### config.mk
export PLATFORM = sky130hd
export DESIGN_NAME = pipe_function_unit
export DESIGN_NICKNAME = d
export VERILOG_FILES = /design/src/rtl/fu_pkg.sv /design/src/rtl/fu_shift_step.sv /design/src/rtl/pipe_function_unit.sv
export SDC_FILE = /design/constraint.sdc
export NUM_CORES = 1
export LEC_CHECK = 0
export CAP_MARGIN = 20
export CORE_MARGIN = 3
export CORE_UTILIZATION = 30
export DETAILED_ROUTE_END_ITERATION = 16
export PLACE_DENSITY_LB_ADDON = 0.08
export SLEW_MARGIN = 10
export SYNTH_ARGS = -nofsm -noshare
export SYNTH_HDL_FRONTEND = slang
export SYNTH_SLANG_ARGS = --single-unit
### constraint.sdc
create_clock -name CLK -period 3.41 [get_ports CLK]
set_input_delay 0.341 -clock CLK [delete_from_list [all_inputs] [get_ports CLK]]
set_output_delay 0.341 -clock CLK [all_outputs]
set_load 0.02 [all_outputs]
### src/rtl/fu_pkg.sv
// rtl/fu_pkg.sv - opcodes, FSM states and flag bundle shared by the function unit.
// FU_ROTATE_EN adds ROL/ROR to the set of multi-cycle shift opcodes.
package fu_pkg;

  localparam logic [4:0] FS_MOV     = 5'b00000;
  localparam logic [4:0] FS_MOV_ALT = 5'b00111;
  localparam logic [4:0] FS_ADD     = 5'b00010;
  localparam logic [4:0] FS_ADC     = 5'b00011;
  localparam logic [4:0] FS_SUB     = 5'b00101;
  localparam logic [4:0] FS_AND     = 5'b01000;
  localparam logic [4:0] FS_OR      = 5'b01010;
  localparam logic [4:0] FS_XOR     = 5'b01100;
  localparam logic [4:0] FS_NOT     = 5'b01110;
  localparam logic [4:0] FS_SLL     = 5'b10000;
  localparam logic [4:0] FS_SRL     = 5'b10001;
  localparam logic [4:0] FS_SRA     = 5'b10010;
  localparam logic [4:0] FS_ROL     = 5'b10011;
  localparam logic [4:0] FS_ROR     = 5'b10100;

  typedef enum logic {
    ST_IDLE  = 1'b0,
    ST_SHIFT = 1'b1
  } fu_state_e;

  typedef struct packed {
    logic z;
    logic c;
    logic n;
    logic v;
  } fu_flags_t;

  function automatic logic is_shift_fs(input logic [4:0] fs);
    logic hit;
    hit = (fs == FS_SLL) || (fs == FS_SRL) || (fs == FS_SRA);
`ifdef FU_ROTATE_EN
    hit = hit || (fs == FS_ROL) || (fs == FS_ROR);
`endif
    return hit;
  endfunction

endpackage

### src/rtl/fu_shift_step.sv
// rtl/fu_shift_step.sv - one-bit shift/rotate of the working word; FU_ROTATE_EN enables ROL/ROR.
module fu_shift_step
  import fu_pkg::*;
#(
  parameter int WIDTH = 32
) (
  input  logic [WIDTH-1:0] word,
  input  logic [4:0]       fs,
  output logic [WIDTH-1:0] next_word,
  output logic             out_bit
);

  always_comb begin
    next_word = word;
    out_bit   = 1'b0;
    case (fs)
      FS_SLL: begin
        next_word = {word[WIDTH-2:0], 1'b0};
        out_bit   = word[WIDTH-1];
      end
      FS_SRL: begin
        next_word = {1'b0, word[WIDTH-1:1]};
        out_bit   = word[0];
      end
      FS_SRA: begin
        next_word = {word[WIDTH-1], word[WIDTH-1:1]};
        out_bit   = word[0];
      end
`ifdef FU_ROTATE_EN
      FS_ROL: begin
        next_word = {word[WIDTH-2:0], word[WIDTH-1]};
        out_bit   = word[WIDTH-1];
      end
      FS_ROR: begin
        next_word = {word[0], word[WIDTH-1:1]};
        out_bit   = word[0];
      end
`endif
      default: begin
        next_word = word;
        out_bit   = 1'b0;
      end
    endcase
  end

endmodule

### src/rtl/pipe_function_unit.sv
// rtl/pipe_function_unit.sv - handshaked ALU with one-deep result register and iterative shifter.
// FU_ROTATE_EN adds multi-cycle ROL/ROR; otherwise those opcodes report ILLEGAL.
module pipe_function_unit
  import fu_pkg::*;
#(
  parameter int WIDTH = 32,
  parameter int SH_W  = 5
) (
  input  logic             CLK,
  input  logic             RESET_N,
  input  logic             IN_VALID,
  output logic             IN_READY,
  input  logic [WIDTH-1:0] A,
  input  logic [WIDTH-1:0] B,
  input  logic [SH_W-1:0]  SH,
  input  logic [4:0]       FS,
  output logic             OUT_VALID,
  input  logic             OUT_READY,
  output logic [WIDTH-1:0] F,
  output logic             Z_OUT,
  output logic             C_OUT,
  output logic             N_OUT,
  output logic             V_OUT,
  output logic             ILLEGAL
);

  fu_state_e        state;
  logic [WIDTH-1:0] work;
  logic [SH_W-1:0]  cnt;
  logic [4:0]       fs_reg;
  logic             carry_reg;

  logic             out_valid;
  logic [WIDTH-1:0] out_f;
  fu_flags_t        out_flags;
  logic             out_illegal;

  logic             out_free;
  logic             in_ready;
  logic             accept;
  logic             multi;

  logic [WIDTH-1:0] acc_next;
  logic             acc_out;
  logic [WIDTH-1:0] run_next;
  logic             run_out;

  logic [WIDTH:0]   sum;
  logic [WIDTH-1:0] res_f;
  logic             res_c;
  logic             res_v;
  logic             res_ill;
  logic             res_arith;
  fu_flags_t        res_flags;
  fu_flags_t        fin_flags;

  assign out_free = !out_valid || OUT_READY;
  assign in_ready = (state == ST_IDLE) && out_free;
  assign accept   = IN_VALID && in_ready;
  assign multi    = is_shift_fs(FS) && (SH > SH_W'(1));

  // First step is taken from A at acceptance, later steps from the working register.
  fu_shift_step #(.WIDTH(WIDTH)) u_step_in (
    .word      (A),
    .fs        (FS),
    .next_word (acc_next),
    .out_bit   (acc_out)
  );

  fu_shift_step #(.WIDTH(WIDTH)) u_step_run (
    .word      (work),
    .fs        (fs_reg),
    .next_word (run_next),
    .out_bit   (run_out)
  );

  always_comb begin
    sum       = '0;
    res_f     = '0;
    res_c     = 1'b0;
    res_v     = 1'b0;
    res_ill   = 1'b0;
    res_arith = 1'b0;
    if (is_shift_fs(FS)) begin
      if (SH != '0) begin
        res_f = acc_next;
        res_c = acc_out;
      end else begin
        res_f = A;
      end
    end else begin
      case (FS)
        FS_MOV, FS_MOV_ALT: res_f = A;
        FS_ADD, FS_ADC: begin
          sum = {1'b0, A} + {1'b0, B} + {{WIDTH{1'b0}}, (FS == FS_ADC) && carry_reg};
          res_f     = sum[WIDTH-1:0];
          res_c     = sum[WIDTH];
          res_v     = (A[WIDTH-1] == B[WIDTH-1]) && (sum[WIDTH-1] != A[WIDTH-1]);
          res_arith = 1'b1;
        end
        FS_SUB: begin
          // Carry out of A + ~B + 1 is the inverted borrow.
          sum       = {1'b0, A} + {1'b0, ~B} + {{WIDTH{1'b0}}, 1'b1};
          res_f     = sum[WIDTH-1:0];
          res_c     = sum[WIDTH];
          res_v     = (A[WIDTH-1] != B[WIDTH-1]) && (sum[WIDTH-1] != A[WIDTH-1]);
          res_arith = 1'b1;
        end
        FS_AND:  res_f = A & B;
        FS_OR:   res_f = A | B;
        FS_XOR:  res_f = A ^ B;
        FS_NOT:  res_f = ~A;
        default: res_ill = 1'b1;
      endcase
    end
    res_flags = '{z: (res_f == '0), c: res_c, n: res_f[WIDTH-1], v: res_v};
    fin_flags = '{z: (run_next == '0), c: run_out, n: run_next[WIDTH-1], v: 1'b0};
  end

  always_ff @(posedge CLK or negedge RESET_N) begin
    if (!RESET_N) begin
      state       <= ST_IDLE;
      work        <= '0;
      cnt         <= '0;
      fs_reg      <= '0;
      carry_reg   <= 1'b0;
      out_valid   <= 1'b0;
      out_f       <= '0;
      out_flags   <= '0;
      out_illegal <= 1'b0;
    end else begin
      if (out_valid && OUT_READY) begin
        out_valid <= 1'b0;
      end
      case (state)
        ST_IDLE: begin
          if (accept) begin
            if (multi) begin
              work   <= acc_next;
              cnt    <= SH - SH_W'(1);
              fs_reg <= FS;
              state  <= ST_SHIFT;
            end else begin
              out_valid   <= 1'b1;
              out_f       <= res_f;
              out_flags   <= res_flags;
              out_illegal <= res_ill;
              if (res_arith) begin
                carry_reg <= res_c;
              end
            end
          end
        end
        ST_SHIFT: begin
          // The last step waits here until the result register can take it.
          if (cnt == SH_W'(1)) begin
            if (out_free) begin
              out_valid   <= 1'b1;
              out_f       <= run_next;
              out_flags   <= fin_flags;
              out_illegal <= 1'b0;
              state       <= ST_IDLE;
            end
          end else begin
            work <= run_next;
            cnt  <= cnt - SH_W'(1);
          end
        end
        default: state <= ST_IDLE;
      endcase
    end
  end

  assign IN_READY  = in_ready;
  assign OUT_VALID = out_valid;
  assign F         = out_f;
  assign Z_OUT     = out_flags.z;
  assign C_OUT     = out_flags.c;
  assign N_OUT     = out_flags.n;
  assign V_OUT     = out_flags.v;
  assign ILLEGAL   = out_illegal;

endmodule
==> results by group <==
Placed design
  • HPWL Detailed: 55.23 mm
  • GPL Wtd Cong: between 0.9 and 1
  • Placed Cells: 2809
  • Worst slack at placement: -1.482 ns
  • Cell Area, Placed: around 18000 µm²
  • Port bufs: approximately 120

Drt
  • Iteration-0 DRC count of the detailed router: 1520
  • WL/cell: 23.65 µm
  • Routed Antenna Nets: 0
  • Final wirelength: 67.75 mm
  • First drt pass iteration count: 6
  • Via density: between 5 and 6
  • Routed via count: 16570
  • DRC: 0

Synthesis
  • Post-Syn Area: between 10000 and 15000 µm²
  • Mapped Avg Cell Area: ~7.2 µm²
  • Yosys reg bits: slightly above 80
  • Synth cell types: 99
  • Synthesized instance count: 1758
  • Post-synth top area cell: dfrtp_1
  • Async SR Flop Fraction: between 90% and 100%
  • Top_reg_cell synth: dfrtp_1
  • Seq/Total Area, Yosys: about 16%
  • Post-synth EDFFs: 0
  • Area contributors post-synth: dfrtp_1, ha_1, a21oi_1, o21ai_0, nand2_1
  • Syn nets: 1940
  • Share of the synthesized area in the top cell type: 15.98%
  • Warnings from Yosys: 0

Clock network
  • CTS root buf: clkbuf_16
  • CTS Buffer Depth: 2
  • Clock Pin Slew Worst Setup and Hold Paths: roughly 0.06 ns
  • CTS Sinks: just over 80
  • Clk_lat worst skew: approximately 0.35 ns
  • # H-tree levels: 3
  • CTS tree: done
  • Inserted Clock Buffers: 9

Global route
  • Total GRT Usage: 29.39%
  • Largest net degree at the start of global routing: 70
  • GR Overflow Total: 0
  • Initial antenna violation count: 1
  • First-pass GRT wire length: around 100 mm
  • Vias in the first global route: about 16000

STA
  • Period utilization: 112.7%
  • Max_slew headroom: 41.20%
  • Worst Skew: between 0.006 and 0.007 ns
  • Final WS setup: -0.4324 ns
  • Max-slew violations: 0
  • TNS Setup: -1.286 ns
  • RSZ-0062 raised after global routing: yes
  • Tmin final: between 3 and 4 ns
  • # setup viols final: 10
  • Slew @ Worst Pin: 0.8820 ns
  • Final Hold Vio Count: 0
  • FMAX: about 260 MHz
  • Hold slack: around 0.48 ns

Critical path
  • Capturing element type of the critical path: flip-flop
  • Kind of critical path: flip-flop to flip-flop
  • CP required: ~3.7 ns
  • CP Launch Type: flip-flop
  • Crit path DAT: 4.12 ns
  • FF-to-FF setup slack: -0.43 ns
  • CP Max Fanout: 3

Final layout
  • Final Cell Area: ~20000 µm²
  • Layout cells sized above 1: a little over a third
  • Finished Core Util: between 40% and 50%
  • Non-filler cells, final: ~2900
  • Post-layout net count: around 2500
  • Area overhead of the layout relative to synthesis: 55.60%
  • Diode count: 0

Die
  • Std cell rows: 74
  • Die area: 44780 µm²
  • Initial Util: 30.71%
  • I/O Pins: roughly 120
  • Chip height: ~210 µm
  • Die width: between 200 and 250 µm
  • Core Region: about 41000 µm²

Status
  • Status: finished, violations left
  • Failing checks: setup timing

Power
  • Pleak: roughly 8.6 nW
  • Power per cell area: 484.7 nW/µm²
  • Total power: ~9.6 mW
  • Worst VDD drop: 0.0003248 V

Run
  • Max Cap Viol: 0

Worst hold path
  • Worst Hold Class: flip-flop to flip-flop
cells in the mapped netlist (10+ instances only):
library cell	number
nand2b_1	28
nand3_1	37
o21ai_0	134
dfrtp_1	81
nor2b_1	20
nor2_1	144
a22oi_1	16
o21a_1	10
o31ai_1	30
nand2_1	173
mux2_2	34
nor3_1	35
a21o_1	15
ha_1	101
and2_1	15
o221ai_1	22
o211ai_1	20
a21oi_1	148
mux2i_1	34
a221oi_1	33
nor4_1	17
xnor2_1	14
a21boi_0	11
clkbuf_1	82
o2111ai_1	12
inv_1	102
a211oi_1	30
buf_2	30
and3_1	16
buf_1	17
a31oi_1	20
o22ai_1	80
power by group:
| part | switching (mW) | internal [mW] |
|---|---|---|
| Clock | 0.397 | 0.529 |
| Combinational | 3.79 | 2.94 |
| Sequential | 0.489 | 1.42 |
| Total | 4.68 | 4.89 |
final cells by class:
| cell class | count | area [µm²] |
|---|---|---|
| fillers | 4183 | 21560 |
| inverters | 103 | 386.6 |
| clock buffers | 11 | 252.7 |
| repair buffers | 697 | 5607 |
| flip-flops and latches | 81 | 2028 |
| clock inverters | 4 | 28.78 |
| well taps | 532 | 665.6 |
| multi-input cells | 1437 | 10770 |
repair_timing:
action                                  CTS  global route
hold buffers                              1             0
hold endpoints to repair                 20             0
gates resized for setup                 196           103
pin swaps                                56            39
endpoints found under the setup margin   24            22
buffers inserted                         28            17
gates cloned                              0             0
per-layer routing:
metal,track usage (%),vias to the layer above,share of wire (%)
met5,0,-,0.019
met3,3.483,98,7.0
met2,45.85,707,44
li1,-,7768,-
met4,9.053,2,3.2
met1,42.41,7992,46
cell usage in the layout (no fill, tap or decap), types with 10 or more instances in the layout:
| master | instances |
|---|---|
| inv_2 | 25 |
| o211ai_1 | 20 |
| dlygate4sd2_1 | 14 |
| o31ai_1 | 23 |
| nand2_1 | 170 |
| ha_1 | 78 |
| xnor2_1 | 14 |
| and3_1 | 15 |
| clkdlybuf4s50_1 | 87 |
| o221ai_1 | 21 |
| mux2i_1 | 31 |
| o22ai_1 | 78 |
| ha_4 | 18 |
| o21ai_1 | 18 |
| a211oi_1 | 25 |
| mux2_2 | 30 |
| and2_1 | 15 |
| a22oi_1 | 15 |
| a21oi_2 | 12 |
| a21oi_1 | 130 |
| dfrtp_1 | 80 |
| a21o_1 | 15 |
| buf_4 | 557 |
| nand3_1 | 33 |
| a31oi_1 | 19 |
| nor2_1 | 135 |
| nor3_1 | 28 |
| inv_1 | 78 |
| nor4_1 | 12 |
| a221oi_1 | 27 |
| o21ai_0 | 112 |
| o21a_1 | 10 |
| nand2b_1 | 26 |
| buf_6 | 18 |
| nor2b_1 | 15 |
final timing paths:
kind                       cells after the start                   from                     to
max in group asynchronous                      3                RESET_N      F[29]$_DFFE_PN0P_
max                                           16  carry_reg$_DFFE_PN0P_      Z_OUT$_DFFE_PN0P_
min                                            2      F[21]$_DFFE_PN0P_      F[21]$_DFFE_PN0P_
max reg2reg                                   16  carry_reg$_DFFE_PN0P_      Z_OUT$_DFFE_PN0P_
min in group asynchronous                      2                RESET_N  fs_reg[2]$_DFFE_PN0P_
min reg2reg                                    2      F[21]$_DFFE_PN0P_      F[21]$_DFFE_PN0P_
cell families (layout without fill, tap and decap cells):
| group | count (synthesis) | count (layout) | share of synthesized area, % |
|---|---|---|---|
| compound gates | 700 | 700 | 38.08 |
| simple gates | 548 | 548 | 20.85 |
| buf+inv | 240 | 815 | 7.773 |
| fa+ha+maj | 104 | 104 | 10.44 |
| flops | 81 | 81 | 15.98 |
| mux | 68 | 68 | 5.702 |
| xor+xnor | 17 | 17 | 1.174 |
worst max-delay path, stage by stage, from the launching register on:
cell and delay [ns]:
dfrtp_1 0.40, nand4_1 0.12, fa_2 0.38, fa_2 0.38
nor2b_2 0.15, o2111a_1 0.24, o211ai_1 0.19, buf_4 0.20
and2_4 0.16, a21oi_4 0.15, o2111ai_1 0.14, o21a_1 0.14
or4_4 0.44, nor4_4 0.34, buf_4 0.17, nand3_2 0.05
o21ai_1 0.12
No activity file was read; power rests on OpenSTA's default activity.
==> patch: new RTL, config.mk and constraints unchanged <==
Reset style: synchronous (`RESET_N`), changed in one clocked block.
--- a/src/rtl/pipe_function_unit.sv
+++ b/src/rtl/pipe_function_unit.sv
@@ -117,7 +117,7 @@
     fin_flags = '{z: (run_next == '0), c: run_out, n: run_next[WIDTH-1], v: 1'b0};
   end
 
-  always_ff @(posedge CLK or negedge RESET_N) begin
+  always_ff @(posedge CLK) begin
     if (!RESET_N) begin
       state       <= ST_IDLE;
       work        <= '0;
Check against the original RTL: differs if RESET_N is asserted again (counterexample within 4 cycles, from zero or initial values and one cycle with RESET_N low); with RESET_N held inactive, the same outputs for 4 cycles.
==> patch against the original RTL <==
The run still ends with negative setup slack left; cell area fell by 4.4%; critical endpoint is now Z_OUT$_SDFFE_PN0P_; critical path depth did not move; sequential cell count stayed put; wire length decreased by 6.7%; synthesized cell count fell by 1.9%; synthesized area is 6.7% lower; worst setup slack worse by 0.33 ns; count of clock-buffer cells in the layout grew 3.
Power is not compared: it rests on default switching activity, and its combinational part moved more than twofold at a synthesized area within 25%.
==> patch: results (changes against the original RTL) <==
final_layout:
  n_all_inverters: 104  # +0.97%
  n_all_buffers: 689  # -1.1%
  buf_share: 0.299  # +0.0151
  drive_gt1_frac: 0.354  # -0.00854
  seq_area_um2: 1620  # -20%
  clk_share: 0.0156  # +0.00133
  multi_input_area_um2: 10300  # -4.8%
  nMultiInputCombCells: 1406  # -2.2%
  multi_input_area_share: 0.544  # -0.00183
  diodes: 1  # +1
  nClkBuffers: 14  # +3
  finalNonFillerCells: 2815  # -1.7%
synth:
  synth_commonest_cells: "184 x a21oi_1, 175 x nand2_1, 145 x nor2_1"
  synth.distinct_cells: 87  # -12%
  syn_nets: 1907  # -1.7%
  synth_seq_area_share: 0.137  # -0.0228
  async_flop_share: 0  # -1.00
  synthTopCellsByArea: "dfxtp_1 14%, ha_1 11%, a21oi_1 7.8%"
sta:
  worst_slack_ns: -0.765  # -0.332 ns
  whs_ns: 0.448  # -0.0278 ns
  tns_ns: -2.65  # -1.37 ns
  setup_viol: 9  # -1
  fin_skew_ns: 0.00515  # -0.000916 ns
  worst_pin_slew_ns: 0.848  # -0.0342 ns
hold_path:
  worstHoldStart: "F[12]$_SDFFE_PN0P_"
  whs_endpoint: "F[12]$_SDFFE_PN0P_"
worst_setup_path:
  r2r-end: "Z_OUT$_SDFFE_PN0P_"
  crit_arrival_ns: 4.44  # +0.32 ns
  slowest_delay_ns: 0.57  # +0.13 ns
  slowest_stage: "a2111oi_1"
  worstPathMaxFanout: 22  # +19
  reg2reg_from: "carry_reg$_SDFFE_PN0P_"
  cp_top_family: "compound AO/OA/AOI/OAI gates"
routing:
  wl_um: 63200  # -6.7%
  vias_per_cell: 5.75  # -0.64%
placement:
  gp_congestion: 0.929  # -5.4%
  pre_cts_slack_ns: -1.94  # -0.460 ns
  dp.cells: 2765  # -1.6%
  dpl_cell_area_um2: 17400  # -4.1%
  dp_hpwl_um: 50500  # -8.5%
run_status:
  status: "complete, but fails checks"
  violations: "negative setup slack"
global_routing:
  track_usage: 0.292  # -0.00221
  grt_pass1_wl_um: 94600  # -5.3%
die:
  nWellTaps: 518  # -2.6%
[patch: cell count changes after synthesis, sizes merged, moves of 15 or more]
cell    change
mux2       -15
o22ai      -29
a21oi      +35
o211ai     +32
mux2i      -26
dfxtp      +81
o31ai      -20
dfrtp      -81
o21ai      -51
[patch: what timing repair did]
item / 4_1_cts / 5_1_grt
resized for setup: 149 / 130
setup buffers: 18 / 25
setup endpoints to repair: 25 / 22
pin swaps: 38 / 59
cloned: 0 / 0
[patch: cells by family (layout without fill, tap and decap cells)]
family,Yosys count,count (layout),share of synthesized area
muxes,27,27,0.0248
and+or+nand+nor,590,590,0.244
DFF,81,81,0.137
AOI/OAI and AO/OA,679,679,0.394
xor gates and xnor gates,6,6,0.00444
buffers and inverters,238,809,0.0833
adders and majority gates,104,104,0.112
other,0,1,0
[patch: worst max-delay path by stage]
| stage | startpoint | endpoint | slack (ns) | depth (start not counted) |
|---|---|---|---|---|
| final | FS[4] | Z_OUT$_SDFFE_PN0P_ | -0.76 | 16 |
| after global routing | FS[4] | Z_OUT$_SDFFE_PN0P_ | -0.92 | 18 |
| after CTS | FS[3] | Z_OUT$_SDFFE_PN0P_ | -1.23 | 18 |
| after detailed placement | FS[2] | Z_OUT$_SDFFE_PN0P_ | -1.94 | 18 |
| after global placement | FS[2] | Z_OUT$_SDFFE_PN0P_ | -1.77 | 18 |
| after floorplan | FS[2] | Z_OUT$_SDFFE_PN0P_ | -1.21 | 19 |
[patch: metal layers]
metal,track usage,share of wire
met1,0.419,0.46
met4,0.0745,0.022
met2,0.471,0.45
met3,0.0222,0.068
met5,0,0
[patch: report_power, final]
group | internal, mW | switching [mW]
registers | 0.998 | 0.0432
clock network | 0.571 | 0.388
logic | 1.29 | 1.41
